### src/rtl/serializer_pkg.sv
// Shared widths and state encoding for the serial link transmitter.
// The deserializer on the far end uses the same field widths.
package serializer_pkg;

    localparam int ADDR_W    = 3;
    localparam int DATA_W    = 16;
    localparam int FRAME_W   = ADDR_W + DATA_W;
    localparam int BIT_CNT_W = 5;
    localparam int CNT_W     = 16;

    typedef enum logic [1:0] {
        ST_IDLE  = 2'd0,
        ST_SHIFT = 2'd1,
        ST_GAP   = 2'd2
    } state_t;

    // Frame layout: address in the top bits, data below, sent MSB-first.
    function automatic logic [FRAME_W-1:0] make_frame(
        input logic [ADDR_W-1:0] addr,
        input logic [DATA_W-1:0] data
    );
        return {addr, data};
    endfunction

endpackage

### src/rtl/serializer_if.sv
// Parallel word handshake between the register/response logic and the serializer.
interface serializer_if;
    import serializer_pkg::*;

    logic [ADDR_W-1:0] P_ADDR;
    logic [DATA_W-1:0] P_DATA;
    logic              P_VALID;
    logic              P_READY;

    modport master (output P_ADDR, output P_DATA, output P_VALID, input P_READY);
    modport slave  (input P_ADDR, input P_DATA, input P_VALID, output P_READY);

endinterface

### src/rtl/serializer_tx_hold_reg.sv
// One-entry holding buffer in front of the shifter. Accepts a frame while
// empty and is released when the shifter takes the frame.
module tx_hold_reg
    import serializer_pkg::*;
(
    input  logic               clk,
    input  logic               rst,
    input  logic               in_valid,
    output logic               in_ready,
    input  logic [FRAME_W-1:0] in_frame,
    output logic               out_valid,
    output logic [FRAME_W-1:0] out_frame,
    input  logic               out_release
);

    logic               valid_r;
    logic [FRAME_W-1:0] frame_r;

    // Fill on an offered word while empty; empty again when the shifter loads it.
    always_ff @(posedge clk or negedge rst) begin
        if (!rst) begin
            valid_r <= 1'b0;
            frame_r <= {FRAME_W{1'b0}};
        end else if (out_release) begin
            valid_r <= 1'b0;
        end else if (in_valid && in_ready) begin
            valid_r <= 1'b1;
            frame_r <= in_frame;
        end
    end

    assign in_ready  = !valid_r;
    assign out_valid = valid_r;
    assign out_frame = frame_r;

endmodule

### src/rtl/serializer.sv
// Serial link transmitter: takes parallel address/data words and sends each
// as a 19-bit MSB-first frame with TX_LOAD on the last bit and TX_STOP when idle.
module serializer
    import serializer_pkg::*;
#(
    parameter int GAP = 1
) (
    input  logic              RST,
    input  logic              RX_CLK,
    serializer_if.slave       bus,
    output logic              TX_DATA,
    output logic              TX_LOAD,
    output logic              TX_STOP,
    output logic              TX_BUSY,
    output logic [CNT_W-1:0]  TX_CNT,
    output logic [DATA_W-1:0] t_data_mon
);

    localparam bit                   HAS_GAP  = (GAP > 0);
    localparam logic [7:0]           GAP_LAST = (GAP > 0) ? 8'(GAP - 1) : 8'd0;
    localparam logic [BIT_CNT_W-1:0] BIT_TOP  = BIT_CNT_W'(FRAME_W - 1);

    state_t                 state_r, state_n;
    logic [FRAME_W-1:0]     shift_r, shift_n;
    logic [BIT_CNT_W-1:0]   bit_cnt_r, bit_cnt_n;
    logic [7:0]             gap_cnt_r, gap_cnt_n;
    logic                   tx_data_r, tx_load_r, tx_stop_r, tx_busy_r;
    logic                   tx_data_n, tx_load_n, tx_stop_n, tx_busy_n, tx_on_n;
    logic [CNT_W-1:0]       tx_cnt_r;
    logic [DATA_W-1:0]      mon_r;

    logic                   accept_s, can_load_s, start_s, frame_done_s;
    logic                   hold_valid_s, hold_ready_s, hold_wr_s, hold_rel_s;
    logic [FRAME_W-1:0]     hold_frame_s, bus_frame_s, load_word_s;

    assign bus_frame_s  = make_frame(bus.P_ADDR, bus.P_DATA);
    assign accept_s     = bus.P_VALID && hold_ready_s;
    assign bus.P_READY  = hold_ready_s;
    // A word goes straight into a free shifter; otherwise it waits in hold.
    assign hold_wr_s    = accept_s && !start_s;
    assign hold_rel_s   = start_s && hold_valid_s;
    assign load_word_s  = hold_valid_s ? hold_frame_s : bus_frame_s;

    tx_hold_reg u_hold (
        .clk         (RX_CLK),
        .rst         (RST),
        .in_valid    (hold_wr_s),
        .in_ready    (hold_ready_s),
        .in_frame    (bus_frame_s),
        .out_valid   (hold_valid_s),
        .out_frame   (hold_frame_s),
        .out_release (hold_rel_s)
    );

    // Next-state, shifter/counter update and next values of the registered outputs.
    always_comb begin
        state_n      = state_r;
        shift_n      = shift_r;
        bit_cnt_n    = bit_cnt_r;
        gap_cnt_n    = gap_cnt_r;
        can_load_s   = 1'b0;
        frame_done_s = 1'b0;
        case (state_r)
            ST_IDLE: begin
                can_load_s = 1'b1;
            end
            ST_SHIFT: begin
                if (bit_cnt_r == {BIT_CNT_W{1'b0}}) begin
                    frame_done_s = 1'b1;
                    if (HAS_GAP) begin
                        state_n   = ST_GAP;
                        gap_cnt_n = GAP_LAST;
                    end else begin
                        state_n    = ST_IDLE;
                        can_load_s = 1'b1;
                    end
                end else begin
                    shift_n   = {shift_r[FRAME_W-2:0], 1'b0};
                    bit_cnt_n = bit_cnt_r - 5'd1;
                end
            end
            ST_GAP: begin
                if (gap_cnt_r == 8'd0) begin
                    state_n    = ST_IDLE;
                    can_load_s = 1'b1;
                end else begin
                    gap_cnt_n = gap_cnt_r - 8'd1;
                end
            end
            default: begin
                state_n = ST_IDLE;
            end
        endcase

        // A free shifter takes the held word first, else a word offered this edge.
        start_s = can_load_s && (hold_valid_s || accept_s);
        if (start_s) begin
            state_n   = ST_SHIFT;
            shift_n   = load_word_s;
            bit_cnt_n = BIT_TOP;
        end else begin
            state_n   = state_n;
        end

        tx_on_n   = (state_n == ST_SHIFT);
        tx_data_n = tx_on_n && shift_n[FRAME_W-1];
        tx_load_n = tx_on_n && (bit_cnt_n == {BIT_CNT_W{1'b0}});
        tx_stop_n = !tx_on_n;
        tx_busy_n = tx_on_n || (hold_valid_s && !hold_rel_s) || hold_wr_s;
    end

    // State, shifter, counters and registered line outputs.
    always_ff @(posedge RX_CLK or negedge RST) begin
        if (!RST) begin
            state_r   <= ST_IDLE;
            shift_r   <= {FRAME_W{1'b0}};
            bit_cnt_r <= {BIT_CNT_W{1'b0}};
            gap_cnt_r <= 8'd0;
            tx_data_r <= 1'b0;
            tx_load_r <= 1'b0;
            tx_stop_r <= 1'b1;
            tx_busy_r <= 1'b0;
            tx_cnt_r  <= {CNT_W{1'b0}};
            mon_r     <= {DATA_W{1'b0}};
        end else begin
            state_r   <= state_n;
            shift_r   <= shift_n;
            bit_cnt_r <= bit_cnt_n;
            gap_cnt_r <= gap_cnt_n;
            tx_data_r <= tx_data_n;
            tx_load_r <= tx_load_n;
            tx_stop_r <= tx_stop_n;
            tx_busy_r <= tx_busy_n;
            if (frame_done_s) begin
                tx_cnt_r <= tx_cnt_r + 16'd1;
            end
            if (accept_s) begin
                mon_r <= bus.P_DATA;
            end
        end
    end

    assign TX_DATA    = tx_data_r;
    assign TX_LOAD    = tx_load_r;
    assign TX_STOP    = tx_stop_r;
    assign TX_BUSY    = tx_busy_r;
    assign TX_CNT     = tx_cnt_r;
    assign t_data_mon = mon_r;

endmodule

### src/flat_wrapper.sv
// flat-port wrapper written by rule: the top's interface ports become plain ports
module serializer_flat import serializer_pkg::*;
#(
    parameter int GAP = 1
)
  (RST, RX_CLK, TX_DATA, TX_LOAD, TX_STOP, TX_BUSY, TX_CNT, t_data_mon, bus_P_ADDR, bus_P_DATA, bus_P_VALID, bus_P_READY);
  serializer_if bus_i ();
  input  logic RST;
  input  logic RX_CLK;
  output logic TX_DATA;
  output logic TX_LOAD;
  output logic TX_STOP;
  output logic TX_BUSY;
  output logic [CNT_W-1:0] TX_CNT;
  output logic [DATA_W-1:0] t_data_mon;
  input wire logic [$bits(bus_i.P_ADDR)-1:0] bus_P_ADDR;
  input wire logic [$bits(bus_i.P_DATA)-1:0] bus_P_DATA;
  input wire logic [$bits(bus_i.P_VALID)-1:0] bus_P_VALID;
  output wire logic [$bits(bus_i.P_READY)-1:0] bus_P_READY;
  assign bus_i.P_ADDR = bus_P_ADDR;
  assign bus_i.P_DATA = bus_P_DATA;
  assign bus_i.P_VALID = bus_P_VALID;
  assign bus_P_READY = bus_i.P_READY;
  serializer #(.GAP(GAP)) u_core (.RST(RST), .RX_CLK(RX_CLK), .bus(bus_i), .TX_DATA(TX_DATA), .TX_LOAD(TX_LOAD), .TX_STOP(TX_STOP), .TX_BUSY(TX_BUSY), .TX_CNT(TX_CNT), .t_data_mon(t_data_mon));
endmodule
### config.mk
export PLATFORM = sky130hd
export DESIGN_NAME = serializer_flat
export DESIGN_NICKNAME = d
export VERILOG_FILES = /design/src/rtl/serializer_pkg.sv /design/src/rtl/serializer_if.sv /design/src/rtl/serializer_tx_hold_reg.sv /design/src/rtl/serializer.sv /design/src/flat_wrapper.sv
export SDC_FILE = /design/constraint.sdc
export NUM_CORES = 1
export LEC_CHECK = 0
export BUFFER_PORTS_ARGS = -buffer_cell sky130_fd_sc_hd__buf_2
export CAP_MARGIN = 20
export CORE_ASPECT_RATIO = 1.75
export CORE_MARGIN = 2
export CORE_UTILIZATION = 35
export CTS_CLUSTER_SIZE = 10
export DETAILED_ROUTE_END_ITERATION = 10
export MAX_ROUTING_LAYER = met4
export PLACE_DENSITY = 0.6
export SYNTH_ARGS = -nofsm -noshare
export SYNTH_HDL_FRONTEND = slang
export SYNTH_SLANG_ARGS = --single-unit
### constraint.sdc
create_clock -name RX_CLK -period 3.5 [get_ports RX_CLK]
set_input_delay 0.35 -clock RX_CLK [delete_from_list [all_inputs] [get_ports RX_CLK]]
set_output_delay 0.35 -clock RX_CLK [all_outputs]
set_load 0.02 [all_outputs]
==> results of run 1 <==
-- worst max-delay path, stage by stage (launching register included) --
cell,delay (ns)
dfrtp_1,0.45
inv_1,0.08
ha_1,0.25
nor4b_1,0.18
nor2_2,0.68
o311a_1,0.30
nand2b_4,0.08
o31ai_1,0.28
-- metal layers --
layer / wire (um) / part of all wire [%] / global-route usage (%) / vias to the layer above
li1: - / - / - / 1331
met1: 3280 / 40 / 15.4 / 1370
met2: 4610 / 56 / 24.9 / 39
met3: 222 / 2.7 / 2.70 / 9
met4: 163 / 2.0 / 5.62 / 0
met5: 0 / 0 / - / -
-- cells in the final DEF, fill, tap and decap left out, drive strengths merged, types with 2 or more instances in the layout --
master / instances
o21ai: 8
nand4b: 3
nand2: 15
nand3: 9
a21oi: 20
buf: 64
xor2: 7
nor2: 29
dfrtp: 89
a22o: 2
nor3b: 3
clkbuf: 11
ha: 7
nand2b: 4
xnor2: 15
nor4: 3
nand4: 4
clkinv: 4
nor2b: 2
a21boi: 3
nor4b: 2
mux2i: 20
or2: 2
mux2: 54
and3: 5
inv: 10
nor3: 4
-- kinds of logic after synthesis --
| logic type | count (synthesis) | share of synthesized area [%] |
|---|---|---|
| DFF | 90 | 53.2 |
| buffers and inverters | 22 | 2.57 |
| adders and majority gates | 7 | 2.07 |
| muxes | 74 | 20.0 |
| AOI/OAI and AO/OA | 40 | 5.82 |
| and+or+nand+nor | 88 | 11.8 |
| xor gates and xnor gates | 22 | 4.55 |
-- flip-flops by register name, summed over array words and instances (netlist names) --
| name | flops |
|---|---|
| u_core.TX_DATA | 1 |
| u_core.TX_CNT | 16 |
| u_core.gap_cnt_r | 8 |
| u_core.state_r | 2 |
| u_core.TX_BUSY | 1 |
| u_core.u_hold.out_frame | 19 |
| u_core.shift_r | 19 |
| u_core.u_hold.out_valid | 1 |
| u_core.TX_LOAD | 1 |
| u_core.TX_STOP | 1 |
| u_core.t_data_mon | 16 |
| u_core.bit_cnt_r | 5 |
-- per-stage QoR --
step                worst slack (ns)  cell area, um^2
floorplan                       1.52             4240
finish                          1.09             4990
CTS                             1.09             4990
global placement                1.22             4690
detailed placement              1.14             4690
global route                   0.872             4990
-- worst paths after layout --
| kind | startpoint | end | cells past startpoint |
|---|---|---|---|
| worst max-delay path | u_core.bit_cnt_r[0] | u_core.TX_DATA | 7 |
| max in group asynchronous | RST | u_core.TX_STOP | 3 |
| worst max register to register | u_core.bit_cnt_r[0] | u_core.TX_DATA | 7 |
| worst min-delay path | bus_P_DATA[6] | u_core.u_hold.out_frame[6] | 2 |
| worst min register to register | u_core.TX_CNT[15] | u_core.TX_CNT[15] | 1 |
| min in group asynchronous | RST | u_core.t_data_mon[4] | 2 |
-- report_power, final --
| group | internal, mW | switching, mW |
|---|---|---|
| sequential | 1.46 | 0.264 |
| combinational | 0.889 | 0.998 |
| clock | 0.570 | 0.384 |
| total | 2.92 | 1.65 |
-- what timing repair did --
action | CTS | global route
setup endpoints to repair | 0 | 0
hold buffers | 1 | 0
hold endpoints to repair | 29 | 0
-- area by class of cell --
class,count,area share (%)
clock buffers,11,4.86
repair buffers,65,6.97
multi-input cells,231,37.8
inverters,10,0.752
well taps,137,3.43
flip-flops and latches,90,45.1
clock inverters,5,1.08
==> reports/qor.yml, run 1 <==
drive_gt1_share_pct: 32.8
post_cts_resized: 0
syn_inst: 343
p_per_area_mw_per_mm2: 915
port_buffers: 58
cts_buffers: 9
maxSlewHeadroom_pct: 41.5
grt_pass1_wl_um: 14100
fin_nets: 436
endpoint_kind: "register"
ff_latch_area_mm2: 0.00225
drc: 0
finalHoldViolations: 0
htree_levels: 3
holdWs_ns: 0.260
critical_path_required_ns: 3.73
p_total_mw: 4.57
cts-root-buf: "clkbuf_16"
cap_violations: 0
start_util_pct: 35.5
ys_types: 51
cts_tree: "yes"
status: "finished clean"
finalSetupTns_ns: 0
fin_cells: 549
ctsLongestPathBuffers: 2
skew_ns: 0.00574
synth-seq-area-share_pct: 53.2
synth-edff-count: 0
syn_area_mm2: 0.00424
layout_min_cycle_time_ns: 2.41
cp.arrival_ns: 2.64
crit_path_start_kind: "register"
ant_nets: 0
crit_fanout: 18
pin_count: 59
dp.cells: 532
die_w_um: 87.2
synthFlopType: "dfrtp_1"
routed_wl_um: 8270
die-area_mm2: 0.0130
synth_commonest_cells: "89 x dfrtp_1, 35 x mux2_2, 28 x nor2_1"
reg2reg_slack_ns: 1.09
groute.usage.overall_pct: 14.1
dp_hpwl_um: 6010
n_antenna_cell: 0
yosysWarnings: 0
gp_congestion: 0.842
synth_area_leaders: "dfrtp_1 53%, mux2_2 9.3%, mux2i_1 4.7%, mux2_4 3.5%, xnor2_1 3.1%"
synth_fp_nets: 372
drt_pass1_iterations: 4
path_clk_slew_ns: 0.06
timing.final.crit_share_pct: 68.9
ir_drop_uv: 505
synth_top_cell_area_share_pct: 52.6
grt-ovfl-total: 0
core_area_mm2: 0.0119
final_util_pct: 41.8
setup_violations: 0
clk-insertion-delay-late_ns: 0.34
slew_violations: 0
worstSetupPathType: "register to register"
leakagePower_nw: 2.30
vias_per_cell: 5.01
first_iter_violations: 101
grt_pass1_vias: 2928
fillCellCount: 1140
routedWlPerCell_um: 15.1
synth_area_per_cell_um2: 12.3
grt_max_degree: 42
syn2layout_area_growth_pct: 17.9
rsz0062_at_grt: "false"
yosysTopAreaCell: "dfrtp_1"
vias: 2749
cts_num_sinks: 90
row_count: 53
antenna_found_initial: 0
die_h_um: 150
multi_input_area_mm2: 0.00189
synth.most_common_cell: "dfrtp_1"
cts_setup_buffers: 0
synth-seq-cells: 90
async_reset_ff_share_pct: 100
hold_class: "primary input to register"
tightest_slew_ns: 0.877
max_freq_mhz: 415
No activity file was read; power rests on OpenSTA's default activity.
==> run 2, diff against run 1 <==
- PLACE_DENSITY: 0.6 -> 0.62
- clock period: 3.5 -> 2.18 ns (I/O delays scaled with it)
==> run 2 against run 1 <==
Net effect:
- non-clock buffer count grew 8
- routed wire length grew 1.8%
- critical path depth is the same
- final cell count grew 1.5%
- largest power group unchanged
- highest routed layer unchanged
==> reports/qor.yml, run 2 (synthesis gave the netlist of run 1 again) <==
dp.cells: 540  # was 532
grt-ovfl-total: 0  # unchanged
skew_ns: 0.00817  # was 0.00574 ns
p_total_mw: 7.58  # was 4.57 mW
antenna_found_initial: 0  # unchanged
finalHoldViolations: 0  # unchanged
pin_count: 59  # unchanged
hold_class: "primary input to register"  # unchanged
critical_path.startpoint: "u_core.bit_cnt_r[0]"  # unchanged
worstReg2RegStart: "u_core.bit_cnt_r[0]"  # unchanged
fin_nets: 444  # was 436
holdWs_ns: 0.122  # was 0.260 ns
ant_nets: 0  # unchanged
drc: 0  # unchanged
crit_fanout: 6  # was 18
cts-root-buf: "clkbuf_16"  # unchanged
n_antenna_cell: 0  # unchanged
first_iter_violations: 105  # was 101
reg2reg_slack_ns: 0.09  # was 1.09 ns
groute.usage.overall_pct: 14.6  # was 14.1%
dp_hpwl_um: 6060  # was 6010 um
regToRegEndpoint: "u_core.TX_LOAD"  # was u_core.TX_DATA
cts_tree: "yes"  # unchanged
drive_gt1_share_pct: 34.5  # was 32.8%
max_freq_mhz: 478  # was 415 MHz
routed_wl_um: 8410  # was 8270 um
clk-insertion-delay-late_ns: 0.34  # about the same
finalSetupTns_ns: 0  # unchanged
htree_levels: 3  # unchanged
worstSetupPathType: "register to register"  # unchanged
rsz0062_at_grt: "false"  # unchanged
cts_num_sinks: 90  # unchanged
port_buffers: 58  # unchanged
placed_cell_area_mm2: 0.00477  # was 0.00469 mm^2
drt_pass1_iterations: 4  # unchanged
timing.final.crit_share_pct: 95.9  # was 68.9%
endpoint_kind: "register"  # unchanged
maxSlewHeadroom_pct: 68.4  # was 41.5%
status: "finished clean"  # unchanged
syn2layout_area_growth_pct: 20.7  # was 17.9%
r2r_cells: 7  # unchanged
path_clk_slew_ns: 0.07  # was 0.06 ns
die-area_mm2: 0.0130  # unchanged
gp_congestion: 0.824  # was 0.842
layout_common_cells: "89 x dfrtp_1, 57 x buf_2, 35 x mux2_2, 28 x nor2_1, 20 x mux2i_1"  # unchanged
die_w_um: 87.2  # unchanged
setup_slack_ns: 0.0887  # was 1.09 ns
critPathCapture: "u_core.TX_LOAD"  # was u_core.TX_DATA
core_area_mm2: 0.0119  # unchanged
leakagePower_nw: 2.36  # was 2.30 nW
vias_per_cell: 5.06  # was 5.01
grt_pass1_wl_um: 14300  # was 14100 um
worstHoldStart: "bus_P_DATA[7]"  # was bus_P_DATA[6]
cp.arrival_ns: 2.33  # was 2.64 ns
grt_pass1_vias: 3012  # was 2928
cap_violations: 0  # unchanged
grt_max_degree: 50  # was 42
critical_path_required_ns: 2.42  # was 3.73 ns
row_count: 53  # unchanged
fillCellCount: 1156  # was 1140
setup_violations: 0  # unchanged
cts_buffers: 9  # unchanged
layout_min_cycle_time_ns: 2.09  # was 2.41 ns
final_common_cell: "dfrtp_1"  # unchanged
ir_drop_uv: 747  # was 505 uV
tightest_slew_ns: 0.471  # was 0.877 ns
p_per_area_mw_per_mm2: 1480  # was 915 mW/mm^2
ctsLongestPathBuffers: 2  # unchanged
slew_violations: 0  # unchanged
vias: 2817  # was 2749
die_h_um: 150  # unchanged
crit_path_start_kind: "register"  # unchanged
fin_area_mm2: 0.00511  # was 0.00499 mm^2
start_util_pct: 35.5  # unchanged
final_util_pct: 42.8  # was 41.8%
post-place-ws_ns: 0.104  # was 1.14 ns
fin_cells: 557  # was 549
routedWlPerCell_um: 15.1  # about the same
[run 2: cell types whose count changed in the layout (fill, tap and decap cells not counted), sizes merged]
cell      delta
bufinv       +1
clkbuf       -2
clkinvlp     +2
buf          +8
clkinv       -1
[run 2: worst min path at each step]
stage	cells after the start	slack [ns]	to
global route	2	0.12	u_core.u_hold.out_frame[16]
floorplan	0	-0.08	u_core.TX_BUSY
CTS	2	0.11	u_core.u_hold.out_frame[7]
finish	2	0.12	u_core.u_hold.out_frame[7]
global placement	1	0.08	u_core.TX_BUSY
detailed placement	1	0.08	u_core.TX_BUSY
[run 2: where the power goes]
| part | leakage, nW | switching [mW] | total, mW | internal (mW) |
|---|---|---|---|---|
| Combinational | 1.11 | 1.65 | 3.17 | 1.52 |
| Sequential | 1.10 | 0.410 | 2.76 | 2.35 |
| Clock | 0.151 | 0.652 | 1.65 | 1.00 |
[run 2: layout make-up]
| class | count | area [um^2] | share of cell area, % |
|---|---|---|---|
| Clock buffer | 9 | 225 | 4.41 |
| Multi-Input combinational cell | 231 | 1900 | 37.1 |
| Tap cell | 137 | 171 | 3.35 |
| Timing Repair Buffer | 73 | 433 | 8.47 |
| Sequential cell | 90 | 2250 | 44.1 |
| Inverter | 10 | 37.5 | 0.734 |
| Clock inverter | 7 | 93.8 | 1.84 |
[run 2: worst max-delay path: stages (launching register included)]
cell	delay, ns
dfrtp_1	0.39
inv_1	0.09
ha_1	0.22
or4b_1	0.47
nand2_1	0.22
nor2_1	0.07
a211o_1	0.29
nor4b_2	0.24
[run 2: layer usage]
layer | track usage (%) | vias to the layer above | part of all wire, %
met5 | - | - | 0
met3 | 2.48 | 9 | 2.4
met1 | 15.0 | 1415 | 38
met4 | 6.46 | 0 | 2.2
li1 | - | 1349 | -
met2 | 26.6 | 44 | 57
[run 2: what timing repair did]
| action | CTS | global route |
|---|---|---|
| resized for setup | 0 | 2 |
| hold endpoints to repair | 10 | 0 |
| hold buffers | 1 | 0 |
| endpoints found under the setup margin | 0 | 13 |
| buffers inserted | 0 | 0 |
